File: config.mk
export PLATFORM = sky130hd
export DESIGN_NAME = spi_master_ctrl
export DESIGN_NICKNAME = d
export VERILOG_FILES = /design/src/rtl/spi_master_ctrl.sv
export SDC_FILE = /design/constraint.sdc
export NUM_CORES = 1
export LEC_CHECK = 0
export ABC_AREA = 1
export BUFFER_PORTS_ARGS = -buffer_cell sky130_fd_sc_hd__buf_2
export CAP_MARGIN = 20
export CELL_PAD_IN_SITES_DETAIL_PLACEMENT = 1
export CELL_PAD_IN_SITES_GLOBAL_PLACEMENT = 2
export CORE_MARGIN = 8
export CORE_UTILIZATION = 26
export CTS_CLUSTER_DIAMETER = 100
export DETAILED_ROUTE_END_ITERATION = 10
export GPL_TIMING_DRIVEN = 0
export PLACE_DENSITY = 0.87
export SLEW_MARGIN = 20
export SYNTH_ARGS = -nofsm -noshare
export SYNTH_HDL_FRONTEND = slang
export SYNTH_SLANG_ARGS = --single-unit
export TNS_END_PERCENT = 10
File: constraint.sdc
create_clock -name clk -period 1.93 [get_ports clk]
set_input_delay 0.386 -clock clk [delete_from_list [all_inputs] [get_ports clk]]
set_output_delay 0.386 -clock clk [all_outputs]
set_load 0.05 [all_outputs]
File: src/rtl/spi_master_ctrl.sv
// Mode-0 SPI master: one byte out on MOSI / one byte in from MISO per accepted command.
// Optional build macro SPI_LOOPBACK_EN feeds the internal MOSI register back into the RX shifter.
module spi_master_ctrl #(
  parameter int CLK_DIV = 4
) (
  input  logic        clk,
  input  logic        reset,
  input  logic        spi_enable,
  input  logic [31:0] wdata,
  output logic [31:0] spi_data,
  output logic        spi_ack,
  output logic        spi_sclk,
  output logic        spi_mosi,
  input  logic        spi_miso,
  output logic        spi_cs_n
);

  typedef enum logic {
    ST_IDLE,
    ST_XFER
  } state_t;

  localparam logic [7:0] DIV_LAST = 8'(CLK_DIV - 1);

  state_t     r_state;
  state_t     w_state_next;
  logic [7:0] r_div;
  logic [2:0] r_bit;
  logic       r_sclk;
  logic       r_mosi;
  logic       r_cs_n;
  logic       r_ack;
  logic       r_overrun;
  logic       r_keep;
  logic [7:0] r_tx;
  logic [7:0] r_rx;
  logic [7:0] r_rx_byte;

  logic       w_accept;
  logic       w_wrap;
  logic       w_rise;
  logic       w_fall;
  logic       w_done;
  logic       w_rx_in;
  logic       w_unused;

`ifdef SPI_LOOPBACK_EN
  assign w_rx_in  = r_mosi;
  assign w_unused = &{1'b0, wdata[31:9], spi_miso};
`else
  assign w_rx_in  = spi_miso;
  assign w_unused = &{1'b0, wdata[31:9]};
`endif

  always_comb begin
    // NOTE: every signal gets a default before the case so no path leaves one unassigned (no latch).
    w_state_next = r_state;
    w_accept     = 1'b0;
    w_wrap       = 1'b0;
    w_rise       = 1'b0;
    w_fall       = 1'b0;
    w_done       = 1'b0;
    case (r_state)
      ST_IDLE: begin
        if (spi_enable) begin
          w_accept     = 1'b1;
          w_state_next = ST_XFER;
        end
      end
      ST_XFER: begin
        w_wrap = (r_div == DIV_LAST);
        w_rise = w_wrap && !r_sclk;
        w_fall = w_wrap && r_sclk;
        w_done = w_fall && (r_bit == 3'd7);
        if (w_done) w_state_next = ST_IDLE;
      end
      default: w_state_next = ST_IDLE;
    endcase
  end

  always_ff @(posedge clk) begin
    if (reset) r_state <= ST_IDLE;
    else       r_state <= w_state_next;
  end

  // NOTE: sequential state uses non-blocking assignments so every register samples pre-edge values.
  always_ff @(posedge clk) begin
    if (reset) begin
      r_div     <= 8'd0;
      r_bit     <= 3'd0;
      r_sclk    <= 1'b0;
      r_mosi    <= 1'b0;
      r_cs_n    <= 1'b1;
      r_ack     <= 1'b0;
      r_overrun <= 1'b0;
      r_keep    <= 1'b0;
      r_tx      <= 8'd0;
      r_rx      <= 8'd0;
      r_rx_byte <= 8'd0;
    end else if (w_accept) begin
      r_tx      <= wdata[7:0];
      r_keep    <= wdata[8];
      r_ack     <= 1'b0;
      r_overrun <= 1'b0;
      r_cs_n    <= 1'b0;
      r_mosi    <= wdata[7];
      r_div     <= 8'd0;
      r_bit     <= 3'd0;
      r_sclk    <= 1'b0;
    end else if (r_state == ST_XFER) begin
      // A strobe while busy, including on the completion edge, is dropped and flagged.
      if (spi_enable) r_overrun <= 1'b1;
      r_div <= w_wrap ? 8'd0 : r_div + 8'd1;
      if (w_wrap) r_sclk <= ~r_sclk;
      if (w_rise) r_rx <= {r_rx[6:0], w_rx_in};
      if (w_done) begin
        r_rx_byte <= r_rx;
        r_ack     <= 1'b1;
        r_cs_n    <= !r_keep;
        r_mosi    <= 1'b0;
        r_bit     <= 3'd0;
      end else if (w_fall) begin
        r_bit  <= r_bit + 3'd1;
        r_tx   <= {r_tx[6:0], 1'b0};
        r_mosi <= r_tx[6];
      end
    end
  end

  assign spi_data = {23'd0, r_overrun, r_rx_byte};
  assign spi_ack  = r_ack;
  assign spi_sclk = r_sclk;
  assign spi_mosi = r_mosi;
  assign spi_cs_n = r_cs_n;

endmodule
==> flow_summary.toml <==
[outcome]
status = "completed"

[synth]
yosysMostFrequentCell = "nand2_1"
ys_seq_elements = 41
yosysWarnings = 0
synth-main-ff-cell = "dfxtp_1"
yosys-top-cells-area = "dfxtp_1 (43%), nand2_1 (11%), buf_4 (9.8%), nor2_1 (9.0%), a21oi_1 (4.4%)"
synth.top_cell.area_share_pct = 42.7
synth-edff-count = 0
syn_inst = 261
synth_common_cells = "nand2_1 (56), nor2_1 (46), dfxtp_1 (41), buf_4 (25), inv_1 (19)"
yosysSeqAreaShare_pct = 42.7
async_flop_share_pct = 0
synth.cell_area_um2 = 1920
avgSynthCellArea_um2 = 7.36
synth_cell_types = 26
synth_area_leader_cell = "dfxtp_1"

[clock_tree]
cts_tree = "done"
post_cts_resized = 0
htree_levels = 2
ctsRootBufferMaster = "clkbuf_8"
hold_buffers = 0
cts_buffer_depth = 2
insertion_delay_ns = 0.29
cts_sinks = 41
post_cts_buffers = 0
cts_buffers = 5
clkTransAtPathRegs_ns = 0.08

[pwr]
swShare_pct = 29.3
powerDensity_nw_per_um2 = 745
totalPowerFinal_w = 0.00175
leakagePower_nw = 1.10
pwr-share-seq_pct = 50.3
power.share.clock_pct = 33.5
peakVddDrop_mv = 0.309
internal_power_w = 0.00123
comb_power_share_pct = 16.2
power_switching_w = 0.000512

[setup_path]
path_common_cell = "nand2_1"
crit_family = "simple AND/OR/NAND/NOR gates"
cp-start-kind = "flop"
crit_buf_inv = 2
path_cells = "ha_1, ha_1, inv_1, nand4_1, nand2_1, buf_4, nand2_1, nand2_1, nor2_1"
max_stage_delay_ns = 0.34
required_ns = 2.12
crit_path_top_delay_cell = "dfxtp_1"
cp-end-kind = "flop"
path_class = "flop to flop"
arrival_ns = 1.81
worstPathMaxFanout = 10

[floorplan]
start_util_pct = 26.6
ios = 72
die-area_um2 = 10400
core_um2 = 7210
die_x_um = 102
fp-row-count = 31
die_h_um = 102

[sta]
fin_skew_ns = 0.00692
period_needed_ns = 1.62
rsz0062_at_grt = "false"
drv_slew = 0
slew_headroom_pct = 65.2
setup_viol = 0
totalNegativeSetupSlack_ns = 0
hold_viol = 0
fin_crit_sh_pct = 83.8
fmax_ghz = 0.619
worstMarginPinSlew_ns = 0.522

[route]
num_vias = 1676
viasPerCell = 4.05
wl_um = 4710
wire_per_inst_um = 11.4
initialDrtViolationCount = 45
antenna_left = 0
dr.pass1.iters = 4
drc = 0

[cells_and_area]
final_nets = 354
drive_above_1_share_pct = 22.5
fillers = 950
n_antenna_cell = 0
areaGrowthSynthToFinish_pct = 21.9

[job]
drv_cap = 0

[place]
gp_congestion = 0.708
hpwl_um = 3640
portBuffers = 25

[grt]
first_global_vias = 1704
grt_first_pass_wirelength_um = 7770
antenna_found_initial = 0
grt_use_total_pct = 9.44
grt_max_degree = 13
globalRouteOverflowTotal = 0

[worst_hold_path]
min_path_type = "input pin to flop"
==> sequential cells by signal, indices dropped and copies added, names as in the netlist, 3 cells and up <==
| signal | cells |
|---|---|
| r_rx_byte | 8 |
| r_rx | 8 |
| r_bit | 3 |
| r_tx | 7 |
| r_div | 8 |
==> cells by family (layout without fill, tap and decap cells) <==
logic type                 after synthesis  in the layout  share of synthesized area (%)
AOI/OAI and AO/OA                       30             30                           8.01
adders and majority gates                3              3                           1.95
other                                    1             23                          0.195
DFF                                     41             41                           42.7
xor gates and xnor gates                 2              2                          0.912
and+or+nand+nor                        130            130                           29.9
buffers and inverters                   54             86                           16.3
==> power by group through the flow <==
stage / registers, W / logic, W / clock network [W]
after floorplan: 0.000907 / 0.000229 / 0
after CTS: 0.000879 / 0.000284 / 0.000606
final: 0.000878 / 0.000282 / 0.000585
after global routing: 0.000882 / 0.000307 / 0.000643
after detailed placement: 0.000899 / 0.000283 / 0
after global placement: 0.000898 / 0.000279 / 0
==> cell type report <==
type	count	area (µm²)	share of cell area, %
clock inverters	1	7.51	0.320
flip-flops and latches	41	821	35.0
inverters	24	90.1	3.84
well taps	99	124	5.29
multi-input cells	188	871	37.2
plain buffers	30	223	9.50
repair buffers	25	125	5.34
clock buffers	6	82.6	3.52
==> final timing paths <==
check | start | end | slack, ns | cells past startpoint
max | r_bit[0] | r_tx[2] | 0.31 | 9
min | spi_enable | r_state | 0.35 | 3
max reg2reg | r_bit[0] | r_tx[2] | 0.31 | 9
min reg2reg | r_bit[1] | r_bit[1] | 0.45 | 2
==> metal layers <==
layer | part of all wire (%) | vias up | global-route usage (%) | wire length [µm]
li1 | - | 881 | - | -
met3 | 5.7 | 4 | 3.81 | 267
met1 | 48 | 755 | 11.7 | 2270
met4 | 0.62 | 0 | 2.03 | 29
met5 | 0 | - | 0 | 0
met2 | 45 | 36 | 14.9 | 2140
==> metrics by stage <==
| step | instance area (µm²) | std cells | util, % | setup WS [ns] | hold slack (ns) |
|---|---|---|---|---|---|
| 2_1_floorplan | 2000 | 283 | - | 0.414 | 0.427 |
| 3_3_place_gp | 2250 | 407 | 31.2 | 0.329 | 0.435 |
| 3_5_place_dp | 2250 | 407 | 31.2 | 0.311 | 0.442 |
| 4_1_cts | 2340 | 414 | 32.5 | 0.284 | 0.347 |
| 5_1_grt | 2340 | 414 | 32.5 | 0.149 | 0.349 |
| 6_report | 2340 | 414 | 32.5 | 0.313 | 0.350 |
==> worst min-delay path, stage by stage <==
cell      delay [ns]
buf_2           0.11
o211ai_1        0.08
inv_1           0.05
==> cells in the final DEF (no fill, tap or decap), types with 4 or more instances in the layout <==
master    netlist  final
a21oi_1        17     17
buf_2           1     26
buf_4          25     25
clkbuf_8        0      6
conb_1          1     23
dfxtp_1        41     41
inv_1          19     19
inv_2           4      4
nand2_1        56     56
nand3_1        12     12
nor2_1         46     46
nor2_4          4      4
nor3_1          5      5
o21ai_0         8      8
(Power assumes the default switching activity.)
